==> src/rtl/bin2bcd_seq.sv <==
// rtl/bin2bcd_seq.sv - sequential double-dabble binary-to-BCD converter
//
// Converts the 2N-bit unsigned adder sum into DIGITS packed BCD digits.
// It processes one input bit per clock and uses a start/ready/done handshake.
//
// Ports:
//   clk       system clock, rising edge
//   rst_n     asynchronous active-low reset
//   start     conversion request, sampled only while ready=1
//   bin       2N-bit unsigned input, captured on the accepted start edge
//   ready     high while idle and able to accept start
//   done      one-cycle pulse, bcd/overflow valid from this cycle onward
//   bcd       packed BCD result, digit 0 (units) in bits [3:0]
//   overflow  input value exceeded 10^DIGITS-1 (bcd then holds the low digits)

module bin2bcd_seq #(
  parameter int N      = 8,
  parameter int DIGITS = 5
) (
  input  logic                  clk,
  input  logic                  rst_n,
  input  logic                  start,
  input  logic [2*N-1:0]        bin,
  output logic                  ready,
  output logic                  done,
  output logic [4*DIGITS-1:0]   bcd,
  output logic                  overflow
);

  localparam int BW = 2 * N;
  localparam int SW = 4 * DIGITS;
  localparam int CW = (BW > 1) ? $clog2(BW) : 1;
  localparam logic [CW-1:0] CNT_LOAD = CW'(BW - 1);

  typedef enum logic [1:0] {
    IDLE  = 2'd0,
    SHIFT = 2'd1,
    DONE  = 2'd2
  } state_t;

  state_t          state_q;
  state_t          state_d;

  logic [BW-1:0]   shreg_q;
  logic [SW-1:0]   scratch_q;
  logic            ovf_s_q;
  logic [CW-1:0]   cnt_q;

  logic            load_en;
  logic            step_en;
  logic            last_step;

  logic [SW-1:0]   adj;
  logic [SW-1:0]   step_scratch;
  logic [BW-1:0]   step_shreg;
  logic            step_carry;

  // Add-3 correction on every digit >= 5 before the shift, so that a digit
  // crossing 10 carries into the next digit after the doubling.
  always_comb begin
    adj = scratch_q;
    for (int i = 0; i < DIGITS; i++) begin
      if (scratch_q[4*i +: 4] >= 4'd5) begin
        adj[4*i +: 4] = scratch_q[4*i +: 4] + 4'd3;
      end
    end
  end

  // The bit leaving the top digit means the value has reached 10^DIGITS.
  // Dropping it leaves the scratch holding the value modulo 10^DIGITS.
  always_comb begin
    step_scratch = {adj[SW-2:0], shreg_q[BW-1]};
    step_shreg   = {shreg_q[BW-2:0], 1'b0};
    step_carry   = adj[SW-1];
  end

  always_ff @(posedge clk or negedge rst_n) begin
    if (!rst_n) begin
      state_q <= IDLE;
    end else begin
      state_q <= state_d;
    end
  end

  always_comb begin
    state_d   = state_q;
    ready     = 1'b0;
    done      = 1'b0;
    load_en   = 1'b0;
    step_en   = 1'b0;
    last_step = 1'b0;
    case (state_q)
      IDLE: begin
        ready = 1'b1;
        if (start) begin
          load_en = 1'b1;
          state_d = SHIFT;
        end
      end
      SHIFT: begin
        step_en = 1'b1;
        if (cnt_q == '0) begin
          last_step = 1'b1;
          state_d   = DONE;
        end
      end
      DONE: begin
        done    = 1'b1;
        state_d = IDLE;
      end
      default: begin
        state_d = IDLE;
      end
    endcase
  end

  // The published result is taken from the final step directly. This lets
  // bcd/overflow change only on the edge entering DONE.
  always_ff @(posedge clk or negedge rst_n) begin
    if (!rst_n) begin
      shreg_q   <= '0;
      scratch_q <= '0;
      ovf_s_q   <= 1'b0;
      cnt_q     <= '0;
      bcd       <= '0;
      overflow  <= 1'b0;
    end else if (load_en) begin
      shreg_q   <= bin;
      scratch_q <= '0;
      ovf_s_q   <= 1'b0;
      cnt_q     <= CNT_LOAD;
    end else if (step_en) begin
      shreg_q   <= step_shreg;
      scratch_q <= step_scratch;
      ovf_s_q   <= ovf_s_q | step_carry;
      if (last_step) begin
        bcd      <= step_scratch;
        overflow <= ovf_s_q | step_carry;
      end else begin
        cnt_q <= cnt_q - 1'b1;
      end
    end
  end

endmodule
==> config.mk <==
export PLATFORM = sky130hd
export DESIGN_NAME = bin2bcd_seq
export DESIGN_NICKNAME = d
export VERILOG_FILES = /design/src/rtl/bin2bcd_seq.sv
export SDC_FILE = /design/constraint.sdc
export NUM_CORES = 1
export LEC_CHECK = 0
export BUFFER_PORTS_ARGS = -buffer_cell sky130_fd_sc_hd__buf_2
export CORE_ASPECT_RATIO = 0.7
export CORE_MARGIN = 1.5
export CORE_UTILIZATION = 57
export CTS_BUF_LIST = sky130_fd_sc_hd__clkbuf_16
export DETAILED_ROUTE_END_ITERATION = 10
export PLACE_DENSITY = 0.75
export SLEW_MARGIN = 20
export SYNTH_ARGS = -nofsm -noshare
export SYNTH_HDL_FRONTEND = slang
export SYNTH_SLANG_ARGS = --single-unit
==> constraint.sdc <==
create_clock -name clk -period 2 [get_ports clk]
set_input_delay 0.3 -clock clk [delete_from_list [all_inputs] [get_ports clk]]
set_output_delay 0.3 -clock clk [all_outputs]
set_load 0.01 [all_outputs]
# Word-level counts from Yosys, hierarchy flattened
# Index checks and enable logic that the tools add are counted.
[classes]
addsub = 6
n_lt_le_gt_ge = 5
eq_ne = 5
n_mux = 24
bitwise_logic = 2
reduce_logical = 6
[ops]
columns = ["operator", "n"]
rows = [
  ["$mux W20", 2],
  ["$mux W16", 2],
  ["$mux W4", 8],
  ["$add A4 B2 Y4 const B", 5],
  ["$ge A4 B3 Y1 const B", 5],
  ["$mux W1", 9],
  ["$ne A2 B2 Y1 const B", 3],
  ["$logic_not A4 Y1", 1],
  ["$mux W2", 2],
  ["$pmux W2 S2", 1],
  ["$reduce_and A2 Y1", 2],
  ["$sub A4 B1 Y4 const B", 1],
  ["$reduce_and A3 Y1", 1],
  ["$eq A2 B1 Y1 const B", 1],
  ["$eq A2 B2 Y1 const B", 1],
  ["$logic_not A2 Y1", 1],
  ["$reduce_bool A2 Y1", 1],
  ["$not A1 Y1", 1],
  ["$or A1 B1 Y1", 1],
]
[totals]
regBits = 64
word_cells = 55

# Depth between registers and ports, before layout
[logic_depth]
ltp_word = 6
depth_mapped = 8

# Least setup slack after synthesis
# No wires, ideal clock.
[synth_path]
kind = "register to register"
from = "register cnt_q[0]"
to = "register bcd[10]"
arrival_time_ns = 1.614
setup_slack_ns = 0.259
path_stages_with_launch = 8
path_buffers = 1
synth_period_minus_slack_ns = 1.741
path_cell_list = "dfrtp_1 -> inv_1 -> ha_1 -> nor3b_1 -> nand2_4 -> inv_4 -> buf_6 -> mux2_1"
[synth_via]
elab_chain_len = 4
[synth_rtl]
columns = ["item", "line", "rtl"]
rows = [
  ["start: declaration", "47", "logic [CW-1:0] cnt_q;"],
  ["start signal: assignment", "140", "cnt_q <= cnt_q - 1'b1;"],
  ["$logic_not A4 Y1", "102", "if (cnt_q == '0) begin"],
  ["$mux W1", "102", ""],
  ["$mux W1", "92", "case (state_q)"],
  ["$reduce_and A3 Y1 (no line)", "-", ""],
  ["end signal: assignment", "137", "bcd <= step_scratch;"],
  ["end: declaration", "26", "output logic [4*DIGITS-1:0] bcd,"],
]
# No other way between the ends.
# A chain may end at the register's enable or synchronous reset.

# Worst setup path after layout
[layout_path]
from = "register cnt_q[0]"
to = "register bcd[14]"
# Same word-level chain as after synthesis.

==> summary.md <==
| Metric | Value |
|---|---|
| WL/cell | roughly 15 µm |
| Outcome | complete, but fails checks |
| Hold WS | -0.01500 ns |
| Largest net degree at the start of global routing | 65 |
| Final Hold Fails | 5 |
| Initial core utilization | 0.6081 |
| Met3 Resource Use GR | 0.08650 |
| Detailed placement HPWL | approximately 3900 µm |
| Drt first pass iters | 4 |
| Crit-path max cell delay | about 0.4 ns |
| Number of max-cap violations | 0 |
| Final worst clock skew | approximately 0.0059 ns |
| Die area | 5692 µm² |
| Clock transition at path regs | approximately 0.05 ns |
| Antenna diodes | 0 |
| Critical Path, Cell by Cell | inv_1 -> ha_1 -> nor3b_2 -> nand2_4 -> inv_4 -> mux2_1 |
| Fin nets | ~350 |
| Grt met1 use | 0.3276 |
| Worst EP arrival | 1.94 ns |
| Power, Total | roughly 6.1 mW |
| Yosys top cell area share | 0.5360 |
| PwrDens | around 1700 nW/µm² |
| TritonCTS Buffers | 9 |
| Leak pwr | roughly 1.7 nW |
| Top cells by count, synth | 64 x dfrtp_1, 45 x nand2_1, 20 x a21oi_1 |
| DR vias | between 2,000 and 2,500 |
| Reg2Reg Setup Slack | about 0.25 ns |
| Chip height | 63.58 µm |
| Post-Syn Area per Cell | around 11 µm² |
| Fin. max-slew vios | 0 |
| Most Crowded Layer GR | met2 |
| Hold Crit Class | in2async |
| RR Endpoint | bcd[14]$_DFFE_PN0P_ |
| Total wire length | ~6100 µm |
| Crit share post-route | 0.8730 |
| Delay-heaviest family, CP | flip-flops |
| Clk buf depth | 2 |
| Post-CTS Setup Bufs | 0 |
| 1st-iter DRT viols | 145 |
| RR Startpoint | cnt_q[0]$_DFFE_PN0P_ |
| GRT met2 Usage | 0.3835 |
| Initial antenna violation count | 0 |
| YS warnings | 0 |
| Maximum clock rate | 0.5727 GHz |
| Synth cell types | 33 |
| Clock latency on the worst-skew pair | about 0.32 ns |
| Largest cells by area after synthesis | dfrtp_1 54%, nand2_1 5.7%, ha_1 4.6%, a22oi_1 3.8%, a21oi_1 3.4% |
| Number of enable flip-flop cells after synthesis | 0 |
| Post-Syn Area | roughly 3000 µm² |
| Cts hold-fix bufs | 0 |
| Setup TNS | 0 ns |
| Routed Antenna Nets | 0 |
| Top-count cell post-synth | dfrtp_1 |
| IO Port Bufs | 41 |
| Critical Path RT | around 2.2 ns |
| Filler cell count | 372 |
| Async set-or-reset flop fraction in the synthesized netlist | 1.000 |
| Vias in the first global route | ~2,200 |
| Post-synth top area cell | dfrtp_1 |
| GRT Total Usage | 0.2475 |
| VDD IR-drop max | about 0.00099 V |
| R2R depth | 6 |
| H-tree levels | 3 |
| Crit path kind | reg2reg |
| CP Buf/Inv Count | 2 |
| Die W | ~90 µm |
| Endpoints failing setup | 0 |
| CTS tree | done |
| Post-Syn Instances | roughly 280 |
| Clock Tree Root | clkbuf_16 |
| Final Util | 0.7212 |
| #FFs+latches synth | between 60 and 70 |
| Top FF cell, synth | dfrtp_1 |
| Syn_nets | between 300 and 400 |
| Mean number of vias per cell | around 5.7 |
| CP max-delay cell | dfrtp_1 |
| Violated checks | hold timing |
| Grt ovf | 0 |
| Std-Cell Rows | 21 |
| Crit-path max FO | 15 |
| Layout cells sized above 1 | 0.2215 |
| Worst setup SP type | flop |
| Sequential-to-total area share from yosys stat | 0.5360 |
| # DRC | 0 |
| RePlAce Congestion | approximately 0.83 |
| Period minus WS final | approximately 1.7 ns |
| RSZ-0062 raised after global routing | false |
| Ports | 42 |
| Clk sink count | between 60 and 70 |
| Worst slew margin | 0.7748 |
| Critical Path End Type | flop |
| Resized Gates After CTS | 0 |
| First-pass GRT wire length | about 11,000 µm |
| Worst-margin pin slew | between 0.3 and 0.4 ns |
| Area growth syn-to-layout | 18.59% |
| Core Area | between 4000 and 5000 µm² |
-- cell type report --
type | count | area [µm²] | area share
flip-flops and latches | 64 | 1602 | 0.4520
multi-input cells | 187 | 1279 | 0.3609
repair buffers | 48 | 282.8 | 0.07980
clock buffers | 9 | 225.2 | 0.06356
well taps | 69 | 86.33 | 0.02436
inverters | 13 | 51.30 | 0.01448
clock inverters | 4 | 17.52 | 0.004944
-- state kept, by name, summed over array words and instances (netlist names) --
name,cells
state_q,2
overflow,1
shreg_q,16
cnt_q,4
scratch_q,20
ovf_s_q,1
bcd,20
-- worst max path at each step --
stage / from / end / slack [ns] / depth (start not counted)
6_report: cnt_q[0]$_DFFE_PN0P_ / bcd[14]$_DFFE_PN0P_ / 0.25 / 6
5_1_grt: scratch_q[9]$_DFFE_PN0P_ / bcd[10]$_DFFE_PN0P_ / 0.13 / 6
4_1_cts: cnt_q[0]$_DFFE_PN0P_ / bcd[14]$_DFFE_PN0P_ / 0.11 / 6
3_5_place_dp: cnt_q[0]$_DFFE_PN0P_ / bcd[6]$_DFFE_PN0P_ / 0.19 / 6
3_3_place_gp: cnt_q[0]$_DFFE_PN0P_ / bcd[5]$_DFFE_PN0P_ / 0.25 / 6
2_1_floorplan: cnt_q[0]$_DFFE_PN0P_ / bcd[10]$_DFFE_PN0P_ / 0.26 / 7
-- placed cells by master (no fill, tap or decap), drive strengths merged --
cell,count
mux2i,5
o21ai,17
clkinv,2
o22ai,4
nand2,46
or4,1
a31oi,1
a21oi,20
dfrtp,64
buf,48
a32o,5
ha,11
nor2b,3
nor2,5
o31ai,8
o21ba,1
xnor2,5
nand3,1
a22o,11
clkbuf,9
inv,15
nand2b,6
a22oi,15
mux2,10
nor3b,12
-- where the power goes --
group / internal [mW] / switching (mW)
combinational: 1.15 / 1.34
sequential: 1.87 / 0.465
clock: 0.800 / 0.482
-- routing by layer --
| layer | wire length (µm) | vias to the layer above |
|---|---|---|
| li1 | - | 1081 |
| met1 | 2813 | 1099 |
| met2 | 2907 | 49 |
| met3 | 273 | 10 |
| met4 | 58 | 0 |
| met5 | 0 | - |
-- kinds of logic after synthesis --
logic type,Yosys count,share of synthesized area
AO/OA/AOI/OAI,82,0.1843
XOR/XNOR,5,0.01466
adder cells (fa/ha/maj),11,0.04606
buffers and inverters,25,0.03853
flip-flops,64,0.5360
multiplexers,15,0.05444
AND/OR/NAND/NOR,74,0.1260
-- stage by stage --
step	hold WS [ns]	std cells	setup slack [ns]	cell area (µm²)
after CTS	0.004025	394	0.1075	3538
after floorplan	0.004409	276	0.2587	2988
after detailed placement	0.3390	381	0.1906	3296
after global routing	0.009107	394	0.1274	3543
after global placement	0.3389	381	0.2464	3296
final	-0.01500	394	0.2540	3543
Note: power is estimated with default switching activity, not from simulation.
